$ cat config.mk
export PLATFORM = sky130hd
export DESIGN_NAME = led_pattern_ctrl
export DESIGN_NICKNAME = d
export VERILOG_FILES = /design/src/rtl/led_ctrl_pkg.sv /design/src/rtl/pb_debounce.sv /design/src/rtl/led_pattern_ctrl.sv
export SDC_FILE = /design/constraint.sdc
export NUM_CORES = 1
export LEC_CHECK = 0
export CAP_MARGIN = 20
export CORE_UTILIZATION = 25
export DETAILED_ROUTE_END_ITERATION = 12
export PLACE_DENSITY = 0.44
export SLEW_MARGIN = 20
export SYNTH_ARGS = -nofsm -noshare
export SYNTH_HDL_FRONTEND = slang
export SYNTH_SLANG_ARGS = --single-unit
$ cat constraint.sdc
create_clock -name clk -period 3.17 [get_ports clk]
set_input_delay 0.634 -clock clk [delete_from_list [all_inputs] [get_ports clk]]
set_output_delay 0.634 -clock clk [all_outputs]
set_load 0.02 [all_outputs]
$ cat src/rtl/led_ctrl_pkg.sv
// Shared mode/state/direction encodings and pattern helpers for the LED pattern engine.
// Pure definitions: no logic, no latency, no flow control.
package led_ctrl_pkg;

  localparam logic [2:0] MODE_OFF       = 3'd0;
  localparam logic [2:0] MODE_BIN       = 3'd1;
  localparam logic [2:0] MODE_RUN_LIGHT = 3'd2;
  localparam logic [2:0] MODE_PINGPONG  = 3'd3;
  localparam logic [2:0] MODE_FILL      = 3'd4;

  typedef enum logic {ST_RUN = 1'b0, ST_PAUSE = 1'b1} state_t;

  localparam logic DIR_FWD = 1'b0;
  localparam logic DIR_REV = 1'b1;

  localparam logic [7:0] INIT_OFF       = 8'h00;
  localparam logic [7:0] INIT_BIN       = 8'h00;
  localparam logic [7:0] INIT_RUN_LIGHT = 8'h01;
  localparam logic [7:0] INIT_PINGPONG  = 8'h01;
  localparam logic [7:0] INIT_FILL      = 8'h00;

  function automatic logic [7:0] init_pattern(input logic [2:0] mode);
    logic [7:0] p;
    case (mode)
      MODE_BIN:       p = INIT_BIN;
      MODE_RUN_LIGHT: p = INIT_RUN_LIGHT;
      MODE_PINGPONG:  p = INIT_PINGPONG;
      MODE_FILL:      p = INIT_FILL;
      default:        p = INIT_OFF;
    endcase
    return p;
  endfunction

  // Returns {next_dir, next_led}; only ping-pong alters the direction (bounce at the ends).
  function automatic logic [8:0] step_pattern(input logic [2:0] mode, input logic [7:0] led,
                                              input logic dir);
    logic [7:0] nxt;
    logic       nd;
    nxt = 8'h00;
    nd  = dir;
    case (mode)
      MODE_BIN:       nxt = (dir == DIR_FWD) ? led + 8'd1 : led - 8'd1;
      MODE_RUN_LIGHT: nxt = (dir == DIR_FWD) ? {led[6:0], led[7]} : {led[0], led[7:1]};
      MODE_PINGPONG: begin
        if (dir == DIR_FWD) begin
          nxt = {led[6:0], 1'b0};
          if (nxt == 8'h80) nd = DIR_REV;
        end else begin
          nxt = {1'b0, led[7:1]};
          if (nxt == 8'h01) nd = DIR_FWD;
        end
      end
      MODE_FILL: begin
        if (dir == DIR_FWD) nxt = (led == 8'hFF) ? 8'h00 : {led[6:0], 1'b1};
        else                nxt = (led == 8'h00) ? 8'hFF : {1'b0, led[7:1]};
      end
      default:        nxt = 8'h00;
    endcase
    return {nd, nxt};
  endfunction

endpackage

$ cat src/rtl/pb_debounce.sv
// One active-low button: 2-flop sync, stability counter, one-cycle registered press pulse.
// Pulse arrives DB_CYCLES+3 cycles after a settled raw press; no backpressure (free-running).
module pb_debounce #(
  parameter int DB_CYCLES = 1000000
) (
  input  logic clk,
  input  logic rst,
  input  logic pb_raw,
  output logic pb_press
);

  localparam int CW = (DB_CYCLES > 1) ? $clog2(DB_CYCLES) : 1;

  logic [1:0]    sync;
  logic [CW-1:0] cnt;
  logic          level;
  logic          level_d;

  always_ff @(posedge clk or negedge rst) begin
    if (!rst) begin
      sync     <= 2'b11;
      cnt      <= '0;
      level    <= 1'b1;
      level_d  <= 1'b1;
      pb_press <= 1'b0;
    end else begin
      sync     <= {sync[0], pb_raw};
      level_d  <= level;
      pb_press <= level_d & ~level;
      if (sync[1] == level) begin
        cnt <= '0;
      end else if (cnt == CW'(DB_CYCLES - 1)) begin
        level <= sync[1];
        cnt   <= '0;
      end else begin
        cnt <= cnt + CW'(1);
      end
    end
  end

endmodule

$ cat src/rtl/led_pattern_ctrl.sv
// Button/switch front end plus run/pause pattern engine driving eight LEDs.
// LEDs update one cycle after a step enable or step-button pulse; no backpressure.
module led_pattern_ctrl
  import led_ctrl_pkg::*;
#(
  parameter int DB_CYCLES   = 1000000,
  parameter int TICK_CYCLES = 12500000
) (
  input  logic       clk,
  input  logic       rst,
  input  logic [3:0] usr_pb,
  input  logic [4:0] usr_dipsw,
  output logic [7:0] led,
  output logic [3:0] pb_pulse,
  output logic       paused
);

  localparam int TW = (TICK_CYCLES > 1) ? $clog2(TICK_CYCLES) : 1;

  for (genvar g = 0; g < 4; g++) begin : g_pb
    pb_debounce #(.DB_CYCLES(DB_CYCLES)) u_db (
      .clk      (clk),
      .rst      (rst),
      .pb_raw   (usr_pb[g]),
      .pb_press (pb_pulse[g])
    );
  end

  logic [4:0] dip_s1, dip_s2;
  logic [2:0] mode_s;
  logic [1:0] speed_s;

  always_ff @(posedge clk or negedge rst) begin
    if (!rst) begin
      dip_s1 <= '1;
      dip_s2 <= '1;
    end else begin
      dip_s1 <= usr_dipsw;
      dip_s2 <= dip_s1;
    end
  end

  assign mode_s  = dip_s2[2:0];
  assign speed_s = dip_s2[4:3];

  logic [TW-1:0] base_cnt;
  logic [1:0]    wrap_cnt;
  logic          base_wrap;
  logic          step_en;

  // >= rather than == so a speed decrease mid-count cannot stall the divider.
  assign base_wrap = (base_cnt == TW'(TICK_CYCLES - 1));
  assign step_en   = base_wrap && (wrap_cnt >= speed_s);

  always_ff @(posedge clk or negedge rst) begin
    if (!rst) begin
      base_cnt <= '0;
      wrap_cnt <= '0;
    end else begin
      base_cnt <= base_wrap ? '0 : base_cnt + TW'(1);
      if (base_wrap) wrap_cnt <= (wrap_cnt >= speed_s) ? 2'd0 : wrap_cnt + 2'd1;
    end
  end

  state_t     state;
  logic       dir;
  logic [2:0] mode_q;
  logic       dir_t;
  logic       do_step;
  logic [8:0] stepped;

  // Step source depends on the pre-toggle state; a same-cycle PB2 toggle is already applied.
  always_comb begin
    dir_t   = dir ^ pb_pulse[2];
    do_step = (state == ST_RUN) ? step_en : pb_pulse[1];
    stepped = step_pattern(mode_q, led, dir_t);
  end

  always_ff @(posedge clk or negedge rst) begin
    if (!rst) begin
      state  <= ST_RUN;
      dir    <= DIR_FWD;
      mode_q <= MODE_OFF;
      led    <= 8'h00;
      paused <= 1'b0;
    end else begin
      if (pb_pulse[0]) begin
        state  <= (state == ST_RUN) ? ST_PAUSE : ST_RUN;
        paused <= (state == ST_RUN);
      end
      if (mode_s != mode_q) begin
        mode_q <= mode_s;
        led    <= init_pattern(mode_s);
        dir    <= DIR_FWD;
      end else if (pb_pulse[3]) begin
        led <= init_pattern(mode_q);
        dir <= dir_t;
      end else if (do_step) begin
        led <= stepped[7:0];
        dir <= stepped[8];
      end else begin
        dir <= dir_t;
      end
    end
  end

endmodule

Word level (Yosys, flattened, before mapping). Cells that the tools add are included.

Equality and inequality tests: 19. Reduce and logical (&&, ||, !) cells: 9. Add/subtract/negate cells: 8. Muxes and demuxes: 31. $lt $le $gt $ge: 1. Bitwise operators: 14.

Operators with widths (number): 2-to-1 mux 20 bit (8); adder 20 x 1 -> 20 bit, second input constant (4); equality test 20 bit, second input constant (4); 2-to-1 mux 8 bit (9); case mux 8 bit (4 select lines) (1); adder 24 x 1 -> 24 bit, second input constant (1); equality test 24 bit, second input constant (1); 2-to-1 mux 24 bit (1); equality test 3 x 2 -> 1 bit, second input constant (4); 2-to-1 mux 1 bit (11); inverter 1 bit (9); adder 8 x 1 -> 8 bit, second input constant (1); equality test 8 bit, second input constant (1); logical NOT 8 bit (1); AND reduction 2 bit (4); subtractor 8 x 1 -> 8 bit, second input constant (1); equality test 7 x 1 -> 1 bit, second input constant (1); equality test 7 bit, second input constant (1); AND 1 bit (4); equality test 1 bit (4); OR reduction 2 bit (2); equality test 3 x 1 -> 1 bit, second input constant (1); equality test 3 bit, second input constant (1); inequality test 3 bit (1); other kinds (6) (6).

Bits of input ports: 11. Bits in registers: 150. Output and inout bits: 13. Logic and storage cells: 111.

Logic depth before layout (Yosys ltp).
Depth after elaboration: 7. Depth in mapped cells: 9. Gate-level depth less buffers: 9.

Cells and area by module. A second synthesis with hierarchy kept.

Cells, all modules: 725. Area, all modules: 7418.4 sq um.

Modules (own cells, without submodules): pb_debounce (sequential area each 630.6 sq um, cells each 111, area an instance 1176.1 sq um, times used 4); led_pattern_ctrl (sequential area each 1238.7 sq um, cells each 281, area an instance 2713.9 sq um, times used 1).

Worst setup path before layout. Ideal clock, no wire load.

Kind: reg-to-reg. From: register g_pb[2].u_db.pb_press. To: register led[5]. Arrival time: 2.066 ns. Setup slack: 0.983 ns. Library setup time: 0.121 ns. Required time: 3.049 ns. Path buffers: 1. Period minus slack after synthesis: 2.187 ns. Cell stages (with the launch flop): 10. Path through: dfrtp_1 -> xor2_2 -> buf_6 -> ha_1 -> a211oi_1 -> o21bai_1 -> a21oi_1 -> xor2_1 -> o32ai_1 -> a22o_1.

Word-level cells in the longest chain between the ends: 6. Elaborated cells on any way between the ends: 9. Classes of those cells: mux (8); bitwise (1).

RTL lines: from (decl) (line pb_debounce.sv:9) `output logic pb_press`; from (signal assigned) (line pb_debounce.sv:29) `pb_press <= level_d & ~level;`; XOR 1 bit * (line led_pattern_ctrl.sv:74) `dir_t = dir ^ pb_pulse[2];`; 2-to-1 mux 8 bit (on tied branches); case mux 8 bit (4 select lines) * (line led_ctrl_pkg.sv:41) `case (mode)`; 2-to-1 mux 8 bit * (line led_pattern_ctrl.sv:98) `end else if (do_step) begin`; 2-to-1 mux 8 bit * (line led_pattern_ctrl.sv:95) `end else if (pb_pulse[3]) begin`; 2-to-1 mux 8 bit * (line led_pattern_ctrl.sv:91) `if (mode_s != mode_q) begin`; to (signal assigned) (line led_pattern_ctrl.sv:93) `led <= init_pattern(mode_s);`; to (signal assigned) (line led_pattern_ctrl.sv:96) `led <= init_pattern(mode_q);`; to (signal assigned) (line led_pattern_ctrl.sv:99) `led <= stepped[7:0];`; to (decl) (line led_pattern_ctrl.sv:13) `output logic [7:0] led,`.

Mark *: on every way between the ends. The rest lies on a longest branch, timed or not. The select of a mux whose other input is x is not followed. A chain may end at the register's enable or synchronous reset.

Final worst setup path.
From: register led[6]. To: output led[6].

No word-level cell between the ends.

==> metrics.txt <==
fraction of synthesis flops using an asynchronous set or reset pin=100%; DIE WIDTH=171 µm; result of the run=complete, no violations; leakage power summed over all cells=0.00350 µW; setup repair after global routing missed its margin=no; class of the tightest hold or removal check=input port to async pin; Clock Latency Late Sink=0.42 ns; post-synthesis instance area=0.00716 mm²; core area=between 0.02 and 0.03 mm²; Reg clk slew, reported paths=0.06 ns; number of levels the H-tree was split into=4; largest fanout on the critical path=10; Sum Neg Setup Slack=0 ns; layout overhead on the synthesized area=18.2%; number of antenna-violating nets in the routed design=0; global-route wire length before repair=24.6 mm; crit share post-route=71.7%; cell at the root of the clock tree=clkbuf_16; Routed WL per cell=12.6 µm; # nets final=757; DR vias/cell=4.32; Post-CTS Resized=0; Placed Instance Area=0.00780 mm²; routed vias=4,843; cell types occupying the most area after synthesis=dfrtp_1 (43%), dfstp_2 (9.5%), xor2_1 (7.0%); vias in the first global route=4,915; # IOs=24; number of buffers added by the clock tree synthesis step=17; fraction of the yosys area taken by sequential cells=a little over half; Cell Rows=61; count of input and output buffers=23; data arrival time of the critical path=1.64 ns; Data required, critical path=~2.5 ns; maximum ir drop on the vdd rail=0.000305 V; library cell occupying the most area in the post-synthesis netlist=dfrtp_1; fin area=between 0.008 and 0.009 mm²; Tightest Pin Transition=0.732 ns; sum of net half-perimeters after detailed placement=9.43 mm; Clock Sink Count=149; Setup Fix Bufs, Post-CTS=0; largest net degree at the start of global routing=between 60 and 70; share of post-route cells with drive strength above 1=11.2%; Hold WS=0.194 ns; iteration count of the initial detailed-routing pass=4; clock period minus final worst setup slack=2.27 ns; Critical Path, Cell by Cell=clkdlybuf4s50_1; average instance area after synthesis=approximately 10 µm²; CTS tree=done; total buffers and inverters traversed by the critical path=1; final count of pins violating max slew=0; floorplan die height=171 µm; achievable frequency=about 440 MHz; category of cells accounting for the largest share of critical-path delay=buffers and inverters; die footprint=around 0.03 mm²; GR Util All Layers=10.6%; Max-Cap Viols=0; number of antenna repair diodes=0; weighted congestion at the end of routability-driven global placement=0.766; initial drt markers=228; critical-path cell with the highest stage delay=clkdlybuf4s50_1; number of distinct library cells after synthesis=54; Max-Slew Margin vs Limit=about half; syn_nets=around 730; length in cells of the worst reg-to-reg path=9; Worst Skew=approximately 0.014 ns; remaining global-route overflow=0; number of flip-flops and latches in the synthesized netlist=about 150; Top FF cell, synth=dfrtp_1; PD cells=~520 mW/mm²; number of enable flip-flop cells after synthesis=0; initial antenna violation count=0; final-report hold violation count=0; sort of element at the start of the critical path=flip-flop; deepest clock path buffer count=2; count of mapped cells out of synthesis=between 700 and 800; commonest cells after routing, fill and taps aside=nor2_1 (123), dfrtp_1 (123), xor2_1 (57); class of the most critical setup path=flip-flop to output port; total of warnings raised by yosys=0; path length in cells of the critical path=1; number of remaining DRC errors=0; post-synth top area share=a little over two fifths; peak per-stage delay on the critical path=0.68 ns; Initial Util=25.6%; Final setup violation count=0; cts-stage hold buffer count=0; DRT Wirelength=14.1 mm; nature of the critical path endpoint=output port
## report_power, final
part / total [µW] / internal (µW) / leakage (µW) / switching (µW)
Sequential: 1970 / 1940 / 0.00196 / 28.6
Clock: 2260 / 1450 / 0.000316 / 809
Combinational: 147 / 50.8 / 0.00122 / 95.7
## worst register-to-register path: cells and delay by family (launching register included)
family	cells	cell delay, ns
AO/OA/AOI/OAI	5	0.73
XOR/XNOR	2	0.46
adder cells (fa/ha/maj)	1	0.30
buffers and inverters	1	0.27
flip-flops	1	0.40
## cells in the mapped netlist (8+ instances only)
| cell | number |
|---|---|
| nor2b_1 | 8 |
| and3_1 | 16 |
| dfstp_2 | 26 |
| o21ai_0 | 16 |
| xor2_1 | 57 |
| inv_1 | 18 |
| clkbuf_1 | 15 |
| a21oi_1 | 12 |
| nor4_1 | 12 |
| xnor2_1 | 47 |
| nor3_1 | 17 |
| nor2_1 | 123 |
| ha_1 | 14 |
| nand3_1 | 49 |
| dfrtp_1 | 123 |
| nand2_1 | 47 |
| nand4_1 | 14 |
| and4_1 | 8 |
## final timing paths
path,startpoint,slack (ns),to
worst min register to register,g_pb[0].u_db.sync[0]$_DFF_PN1_,0.36,g_pb[0].u_db.sync[1]$_DFF_PN1_
min in group clk,g_pb[0].u_db.sync[0]$_DFF_PN1_,0.36,g_pb[0].u_db.sync[1]$_DFF_PN1_
worst max-delay path,led[6]$_DFFE_PN0P_,0.90,led[6]
worst max register to register,g_pb[2].u_db.pb_press$_DFF_PN0_,0.90,led[5]$_DFFE_PN0P_
worst min-delay path,rst,0.19,led[4]$_DFFE_PN0P_
max in group asynchronous,rst,2.07,dip_s2[1]$_DFF_PN1_
## sequential cells by signal (all words and copies together) (netlist names)
| name | count |
|---|---|
| base_cnt | 24 |
| dip_s1 | 5 |
| dip_s2 | 5 |
| dir | 1 |
| g_pb.u_db.cnt | 80 |
| g_pb.u_db.level | 4 |
| g_pb.u_db.level_d | 4 |
| g_pb.u_db.pb_press | 4 |
| g_pb.u_db.sync | 8 |
| led | 8 |
| mode_q | 3 |
| paused | 1 |
| wrap_cnt | 2 |
## area by class of cell
cell class / count / area, µm²
timing repair buffer: 32 / 299
clock buffer: 22 / 464
sequential: 149 / 3760
tap: 378 / 473
clock inverter: 10 / 193
fill: 2944 / 19500
inverter: 19 / 71.3
multi-input combinational: 512 / 3200
## metrics by stage
step | setup WS, ns | instances | util [%] | power (µW)
2_1_floorplan | 0.983 | 703 | - | 2070
3_3_place_gp | 0.930 | 1090 | 27.9 | 2160
3_5_place_dp | 0.937 | 1090 | 27.9 | 2160
4_1_cts | 0.863 | 1122 | 30.3 | 4450
5_1_grt | 0.683 | 1122 | 30.3 | 4560
6_report | 0.897 | 1122 | 30.3 | 4370
## metal layers
metal / up-vias / track usage (%) / share of wire (%) / routed length (µm)
li1: 2444 / - / - / -
met5: - / 0 / 0 / 0
met1: 2323 / 14.8 / 52 / 7340
met2: 60 / 15.8 / 44 / 6180
met3: 16 / 2.28 / 2.9 / 415
met4: 0 / 4.31 / 1.5 / 208
## cells by family after synthesis
| logic type | Yosys count | synth area share, % |
|---|---|---|
| DFF | 149 | 52.6 |
| adders and majority gates | 15 | 2.73 |
| xor gates and xnor gates | 105 | 13.0 |
| buffers and inverters | 42 | 2.74 |
| AOI/OAI and AO/OA | 60 | 5.67 |
| muxes | 7 | 1.07 |
| and+or+nand+nor | 325 | 22.3 |
No activity file was read; power rests on OpenSTA's default activity.
==> RTL change, RTL diff (same flow settings) <==
Add an input register stage for `usr_pb` and `usr_dipsw`; this delays them by one clock.
--- a/src/rtl/led_pattern_ctrl.sv
+++ b/src/rtl/led_pattern_ctrl.sv
@@ -17,11 +17,19 @@
 
   localparam int TW = (TICK_CYCLES > 1) ? $clog2(TICK_CYCLES) : 1;
 
+  logic [3:0] usr_pb_q;
+  logic [4:0] usr_dipsw_q;
+
+  always_ff @(posedge clk) begin
+    usr_pb_q    <= usr_pb;
+    usr_dipsw_q <= usr_dipsw;
+  end
+
   for (genvar g = 0; g < 4; g++) begin : g_pb
     pb_debounce #(.DB_CYCLES(DB_CYCLES)) u_db (
       .clk      (clk),
       .rst      (rst),
-      .pb_raw   (usr_pb[g]),
+      .pb_raw   (usr_pb_q[g]),
       .pb_press (pb_pulse[g])
     );
   end
@@ -35,7 +43,7 @@
       dip_s1 <= '1;
       dip_s2 <= '1;
     end else begin
-      dip_s1 <= usr_dipsw;
+      dip_s1 <= usr_dipsw_q;
       dip_s2 <= dip_s1;
     end
   end
Check against the original RTL: not equivalent (a bounded check fails within 4 cycles, from zero or initial values and one cycle with rst low).
==> RTL change against the original RTL <==
- combinational power decreased by 3%
- power decreased by 1.6%
- count of clock-buffer cells in the layout decreased by 4
- sequential cell count increased by 9
- maximum frequency decreased by 11%
- utilization decreased by 0.47 points
- routed wire length increased by 1.9%
- synthesized area increased by 2.9%
- final area increased by 1.7%
- worst setup slack got worse by 0.28 ns
- final cell count increased by 1.7%
- critical path type is now reg2reg
- largest cell class unchanged
- largest power group is now registers
- highest routed layer unchanged
==> RTL change: results (changes against the original RTL) <==
- Number of global-route vias before repair: 4,805 (-2.2%)
- Cell family with most CP delay: compound AO/OA/AOI/OAI gates
- Initial DRC Count: 245 (+7.5%)
- Final period util: 80.5% (+8.8 points)
- DR vias: 4,900 (+1.2%)
- Placer congestion estimate: 0.827 (+8.0%)
- R2r setup slk: 0.62 ns (-0.28 ns)
- Register area share after synthesis: 53.5% (+0.98 points)
- Worst R2R End: led[7]
- Slowest library cell on the worst path: a211oi_1
- Final net count: 770 (+1.7%)
- Post-DP HPWL: 9750 um (+3.4%)
- Post-Route WL: 14,400 um (+1.9%)
- Met1 WL: 7400 um (+0.78%)
- Met3 WL post-DR: 576 um (+39%)
- Critical path fanouts, max: 12 (+2)
- CP startpoint: g_pb[2].u_db.pb_press
- Placed cell area: 8020 sq um (+2.8%)
- Status: complete, no violations
- Pleak: 3.51 nW (+0.23%)
- Mapped Cells: 722 (+2.7%)
- CP arrival: 2.86 ns (+1.22 ns)
- Placed Cells incl. Taps: 1,109 (+1.7%)
- WS Path Type: reg2reg
- Synth top cells by count: 129 x nor2_1, 123 x dfrtp_1, 57 x xor2_1
- Mapped Nets: 748 (+2.6%)
- First-pass DRT Iterations: 5 (+1)
- Synth unique cells: 52 (-3.7%)
- DP Worst Slack: 0.630 ns (-0.307 ns)
- Largest regs: g_pb.u_db.cnt: 80 flops, base_cnt: 24 flops
- FFs w/ async S/R, synth: 94.3% (-5.7 points)
- Routed wire length per instance: 12.6 um (+0.21%)
- Fraction of layout cells with a size suffix above 1: 11.1% (-0.059 points)
- Min Hold Slack: 0.234 ns (+0.0392 ns)
- Wire length on met2: 6280 um (+1.7%)
- CP max stage delay: 0.40 ns (-0.28 ns)
- Synth area leaders: dfrtp_1 42%, dfstp_2 9.3%, xor2_1 6.8%
- Pin count of the biggest net entering global routing: 73 (+5.8%)
- GRT Total Usage: 10.2% (-0.41 points)
==> RTL change: cells by family after synthesis <==
logic type,after synthesis,synth area share [%]
adders and majority gates,15,2.65
DFF,158,53.5
AOI/OAI and AO/OA,43,3.94
and+or+nand+nor,348,23.4
buffers and inverters,44,2.55
xor gates and xnor gates,105,12.5
muxes,9,1.43
==> RTL change: report_power, final <==
group	internal [mW]	total, mW	switching, mW
logic	0.0518	0.142	0.0906
clock network	1.18	2.07	0.895
registers	2.06	2.09	0.0304
total	3.29	4.30	1.02
==> RTL change: area by class of cell <==
cell class | instances | area [sq um]
Fill cell | 3035 | 20300
Sequential cell | 158 | 3940
Multi-Input combinational cell | 520 | 3230
Tap cell | 384 | 480
Clock buffer | 18 | 429
Timing Repair Buffer | 28 | 294
Clock inverter | 14 | 156
Inverter | 19 | 71.3
==> RTL change: metal layers <==
metal	track usage, %	up-vias
met4	3.44	0
li1	-	2476
met5	0	-
met3	2.68	13
met2	15.0	78
met1	14.4	2333
